**src/rtl/token_path_animator.sv**
```systemverilog
// Player token position tracker and tile-by-tile slide animator.
// One shared move FSM drives an array of per-lane position registers.

module token_lane #(
  parameter int X_START     = 20,
  parameter int PX_PER_TICK = 4
) (
  input  logic       clk,
  input  logic       rst_n,
  input  logic       sel,
  input  logic       step,
  input  logic       adv,
  input  logic [9:0] target,
  output logic [9:0] x,
  output logic [3:0] tile
);
  logic [10:0] sum;
  assign sum = {1'b0, x} + 11'(PX_PER_TICK);

  always_ff @(posedge clk) begin
    if (!rst_n) begin
      x    <= 10'(X_START);
      tile <= '0;
    end else if (sel) begin
      // saturate on the target so a non-dividing step never overshoots
      if (step) x <= (sum >= {1'b0, target}) ? target : sum[9:0];
      if (adv)  tile <= tile + 4'd1;
    end
  end
endmodule

module token_path_animator #(
  parameter int NUM_PLAYERS = 2,
  parameter int NUM_TILES   = 11,
  parameter int X_START     = 20,
  parameter int X_STEP      = 60,
  parameter int Y_BASE      = 120,
  parameter int Y_LANE_STEP = 40,
  parameter int PX_PER_TICK = 4,
  localparam int PW = (NUM_PLAYERS > 1) ? $clog2(NUM_PLAYERS) : 1
) (
  input  logic                       clk,
  input  logic                       rst_n,
  input  logic                       frame_tick,
  input  logic                       move_valid,
  output logic                       move_ready,
  input  logic [PW-1:0]              move_player,
  input  logic [2:0]                 move_steps,
  output logic [NUM_PLAYERS*10-1:0]  pos_x,
  output logic [NUM_PLAYERS*10-1:0]  pos_y,
  output logic [NUM_PLAYERS*4-1:0]   tile_idx,
  output logic                       busy,
  output logic                       move_done,
  output logic                       winner_valid,
  output logic [PW-1:0]              winner_id
);
  if (X_START + X_STEP * (NUM_TILES - 1) > 1023) begin : g_xrange
    $error("token_path_animator: finish tile x exceeds 10 bits");
  end
  if (NUM_TILES < 2 || NUM_TILES > 16) begin : g_tiles
    $error("token_path_animator: NUM_TILES out of range");
  end
  if (NUM_PLAYERS < 1 || NUM_PLAYERS > 4) begin : g_players
    $error("token_path_animator: NUM_PLAYERS out of range");
  end
  if (PX_PER_TICK < 1) begin : g_px
    $error("token_path_animator: PX_PER_TICK must be >= 1");
  end

  localparam logic [PW:0] NP   = (PW+1)'(NUM_PLAYERS);
  localparam logic [3:0]  TMAX = 4'(NUM_TILES - 1);
  localparam logic [9:0]  XS   = 10'(X_START);
  localparam logic [9:0]  XST  = 10'(X_STEP);

  typedef enum logic [2:0] {IDLE, SETUP, SLIDE, ARRIVE, DONE} state_t;

  state_t                        state;
  logic [PW-1:0]                 player;
  logic [3:0]                    rem;
  logic [9:0]                    target;
  logic [NUM_PLAYERS-1:0][9:0]   lx;
  logic [NUM_PLAYERS-1:0][3:0]   lt;

  logic       pvalid, mv_ok, step;
  logic [9:0] cur_x;
  logic [3:0] cur_tile, mv_tile, left, rem_new;

  assign pvalid   = {1'b0, player} < NP;
  assign cur_x    = pvalid ? lx[player] : XS;
  assign cur_tile = pvalid ? lt[player] : 4'd0;
  assign mv_ok    = {1'b0, move_player} < NP;
  assign mv_tile  = mv_ok ? lt[move_player] : TMAX;
  // an out-of-range player looks like a finished token so it clamps to zero steps
  assign left     = TMAX - mv_tile;
  assign rem_new  = ({1'b0, move_steps} < left) ? {1'b0, move_steps} : left;
  assign step     = (state == SLIDE) && frame_tick && (cur_x != target);

  assign move_ready = rst_n && (state == IDLE) && !winner_valid;
  assign busy       = state != IDLE;

  always_ff @(posedge clk) begin
    if (!rst_n) begin
      state        <= IDLE;
      player       <= '0;
      rem          <= '0;
      target       <= XS;
      move_done    <= 1'b0;
      winner_valid <= 1'b0;
      winner_id    <= '0;
    end else begin
      move_done <= 1'b0;
      case (state)
        IDLE: if (move_valid && !winner_valid) begin
          player <= move_player;
          rem    <= rem_new;
          if (rem_new != 4'd0) state <= SETUP;
          else begin
            state     <= DONE;
            move_done <= 1'b1;
          end
        end
        SETUP: begin
          target <= XS + XST * ({6'd0, cur_tile} + 10'd1);
          state  <= SLIDE;
        end
        SLIDE: if (cur_x == target) state <= ARRIVE;
        ARRIVE: begin
          rem <= rem - 4'd1;
          if (rem > 4'd1) state <= SETUP;
          else begin
            state     <= DONE;
            move_done <= 1'b1;
          end
        end
        DONE: begin
          if (pvalid && cur_tile == TMAX && !winner_valid) begin
            winner_valid <= 1'b1;
            winner_id    <= player;
          end
          state <= IDLE;
        end
        default: state <= IDLE;
      endcase
    end
  end

  for (genvar p = 0; p < NUM_PLAYERS; p++) begin : g_lane
    token_lane #(.X_START(X_START), .PX_PER_TICK(PX_PER_TICK)) u_lane (
      .clk    (clk),
      .rst_n  (rst_n),
      .sel    (pvalid && player == PW'(p)),
      .step   (step),
      .adv    (state == ARRIVE),
      .target (target),
      .x      (lx[p]),
      .tile   (lt[p])
    );
    assign pos_x[p*10 +: 10]   = lx[p];
    assign pos_y[p*10 +: 10]   = 10'(Y_BASE + p * Y_LANE_STEP);
    assign tile_idx[p*4 +: 4]  = lt[p];
  end
endmodule

```
**config.mk**
```make
export PLATFORM = sky130hd
export DESIGN_NAME = token_path_animator
export DESIGN_NICKNAME = d
export VERILOG_FILES = /design/src/rtl/token_path_animator.sv
export SDC_FILE = /design/constraint.sdc
export NUM_CORES = 1
export LEC_CHECK = 0
export CAP_MARGIN = 20
export CORE_MARGIN = 2
export CORE_UTILIZATION = 59
export CTS_CLUSTER_DIAMETER = 200
export DETAILED_ROUTE_END_ITERATION = 7
export PLACE_DENSITY = 0.95
export REMOVE_ABC_BUFFERS = 1
export SYNTH_ARGS = -nofsm -noshare
export SYNTH_HDL_FRONTEND = slang
export SYNTH_SLANG_ARGS = --single-unit
```
**constraint.sdc**
```tcl
create_clock -name clk -period 12.6 [get_ports clk]
set_input_delay 2.52 -clock clk [delete_from_list [all_inputs] [get_ports clk]]
set_output_delay 2.52 -clock clk [all_outputs]
set_load 0.05 [all_outputs]
```
==> qor.yml <==
hold-path-cell-count: 2
detailroute.wirelength.met3_um: 326
synth.top_cells.by_area: "dfxtp_1, ha_1, xnor2_1, mux2i_1, buf_4"
route.met2.wl_mm: 4.245
crit_fanout: 45
maxCapViolations: 0
root_driver: "clkbuf_8"
instances_no_fill: 568
yosysWarningCount: 0
floorplan.die_area_sq_um: 7170
crit_arrival_ns: 4.41
hold_viol_final: 0
clock_tree_from_tritoncts: "built"
wirelength_met1_mm: 3.455
place.gp.congestion: 0.8402
final_area_sq_um: 4213
grt_setup_unrepaired: "no"
final_min_period_ns: 6.934
vias: 3257
p_leak_nw: 1.788
grt_first_pass_wirelength_mm: 13.97
initial_cell_density_of_the_core_pct: 60.82
core_rows: 29
post_route_cells_drive_above_1_share_pct: 4.684
powerDensity_nw_per_um2: 129.3
relative_slew_slack_pct: 47.23
mean_instance_size_in_the_synthesized_netlist_sq_um: 8.258
first_global_vias: 3193
cts_setup_buffers: 0
yosysTopAreaCell: "dfxtp_1"
chipHeight_um: 84.68
drt-wirelength-per-cell_um: 14.54
endpoint_kind: "output port"
topRoutingLayerUsed: "met4"
fin_ws_ns: 5.666
detail_route.iter0.violations: 138
tightest_pin_transition_ns: 0.7855
finalHoldWorstSlack_ns: 0.5117
place_inst: 560
synth.top_cells.by_count: "dfxtp_1, inv_1, nand2_1, ha_1, xnor2_1"
post-dp-hpwl_mm: 6.431
synth-seq-area-share_pct: 22.42
clk_pin_slew_ns: 0.08
run_status: "finished clean"
number_of_h_tree_levels: 2
io_pins: 61
route.detailed.vias_per_inst: 5.734
postRouteAntennaNets: 0
final-setup-viol-count: 0
largest_clock_skew_in_the_final_design_ns: 0.009340
timing.setup.critical_path_class: "primary input to output port"
synthArstFlopShare_pct: 0
routed_wl_mm: 8.256
maximum_number_of_pins_on_one_net_before_global_route_repair: 46
hold_buffers: 0
postPlaceCellArea_sq_um: 4109
synth-seq-cells: 43
final_core_utilization_pct: 66.73
1st_pass_router_iterations: 4
yosysTopAreaCellShare_pct: 22.42
drc_markers: 0
mappedNetlistArea_sq_um: 3840
maxSlewViolCount: 0
synthMostInstantiatedCell: "dfxtp_1"
tritoncts.num_buffers: 5
pre_cts_slack_ns: 5.668
worst_skew_pair.late_latency_ns: 0.31
finalCritPeriodShare_pct: 55.04
grt_overflow: 0
worst_hold_path_type: "register to register"
cell_variety_after_synth: 55
register_to_register_path_depth: 13
postSynthCellCount: 465
setup_tns_ns: 0
sinks_on_clock_net: 43
critical_path.startpoint_type: "primary input"
worst_ep_required_time_ns: 10.08
total_power_uw: 544.9
synth-main-ff-cell: "dfxtp_1"
core_area_sq_um: 6314
flow.area_growth_from_synthesis_pct: 9.710
ir_drop_uv: 83.54
die_x_um: 84.68
antennaDiodeCount: 0
io_buffers: 36
postCtsResizedCells: 0
bufs_on_longest_clock_path: 2
fmaxAchievable_mhz: 144.2
grt_usage_pct: 23.63
grt_antenna_before_repair: 0
design.final.nets: 535
synth-edff-count: 0
## worst max-delay path, cell delays in order
cell and delay (ns):
clkdlybuf4s50_1 0.45, buf_4 0.36, nor3b_1 0.23, clkdlybuf4s50_1 0.83
## cell type report
| class | instances | area (sq um) |
|---|---|---|
| clock buffer | 7 | 96.34 |
| fill | 517 | 2101 |
| multi-input combinational | 363 | 2630 |
| timing repair buffer | 38 | 375.4 |
| sequential | 43 | 860.8 |
| clock inverter | 1 | 7.507 |
| tap | 77 | 96.34 |
| inverter | 39 | 146.4 |
## layer usage
| layer | up-vias | GRT usage (%) |
|---|---|---|
| met5 | - | 0 |
| met4 | 0 | 9.524 |
| met3 | 19 | 3.638 |
| met2 | 97 | 44.02 |
| met1 | 1539 | 26.65 |
| li1 | 1602 | - |
## where the power goes
group | total [mW] | internal [mW] | switching (mW)
registers | 0.175 | 0.150 | 0.0243
logic | 0.269 | 0.102 | 0.167
clock network | 0.101 | 0.0499 | 0.0509
total | 0.545 | 0.303 | 0.242
## cell usage in the layout, fill, tap and decap left out, types with 2 or more instances in the layout
cell type	Yosys	final
buf_4	26	2
o21a_1	4	4
a211o_1	2	2
conb_1	2	24
or3_1	6	6
nand2b_1	4	4
a21oi_2	2	2
o221ai_1	3	3
nor2_1	29	29
nand3_1	10	10
o31ai_1	2	2
xnor2_1	31	31
and2_1	17	17
a21oi_1	20	20
o22ai_1	8	8
a21boi_0	6	6
o211ai_1	5	5
nor2b_1	5	5
nor3b_1	2	2
clkbuf_8	0	7
o211a_1	3	3
a211oi_1	2	2
ha_1	33	33
dfxtp_1	43	43
mux2i_1	27	27
fa_1	4	4
xor2_1	10	10
nand4_1	7	7
nand2_1	35	35
nand3b_1	2	2
o21ai_0	20	20
and3_1	4	4
nor3_1	8	8
a21o_1	7	7
nor4_4	2	2
clkdlybuf4s50_1	0	36
inv_1	39	39
mux2_2	4	4
## flip-flops by register name (all words and copies together) (netlist names)
name	cells
g_lane.u_lane.x	16
g_lane.u_lane.tile	8
target	8
rem	4
state	3
move_done	1
player	1
winner_id	1
winner_valid	1
## cell families after synthesis
kind of cell / share of synthesized area (%)
simple gates: 18.77
compound gates: 15.64
buf+inv: 11.24
flops: 22.42
xor+xnor: 9.938
fa+ha+maj: 12.84
mux: 8.960
other cells: 0.1956
## final timing paths
kind | from | to | slack [ns]
worst max-delay path | rst_n | move_ready | 5.67
worst min-delay path | target[3] | target[3] | 0.51
worst max register to register | player | target[7] | 8.02
worst min register to register | target[3] | target[3] | 0.51
No activity file was read; power rests on OpenSTA's default activity.
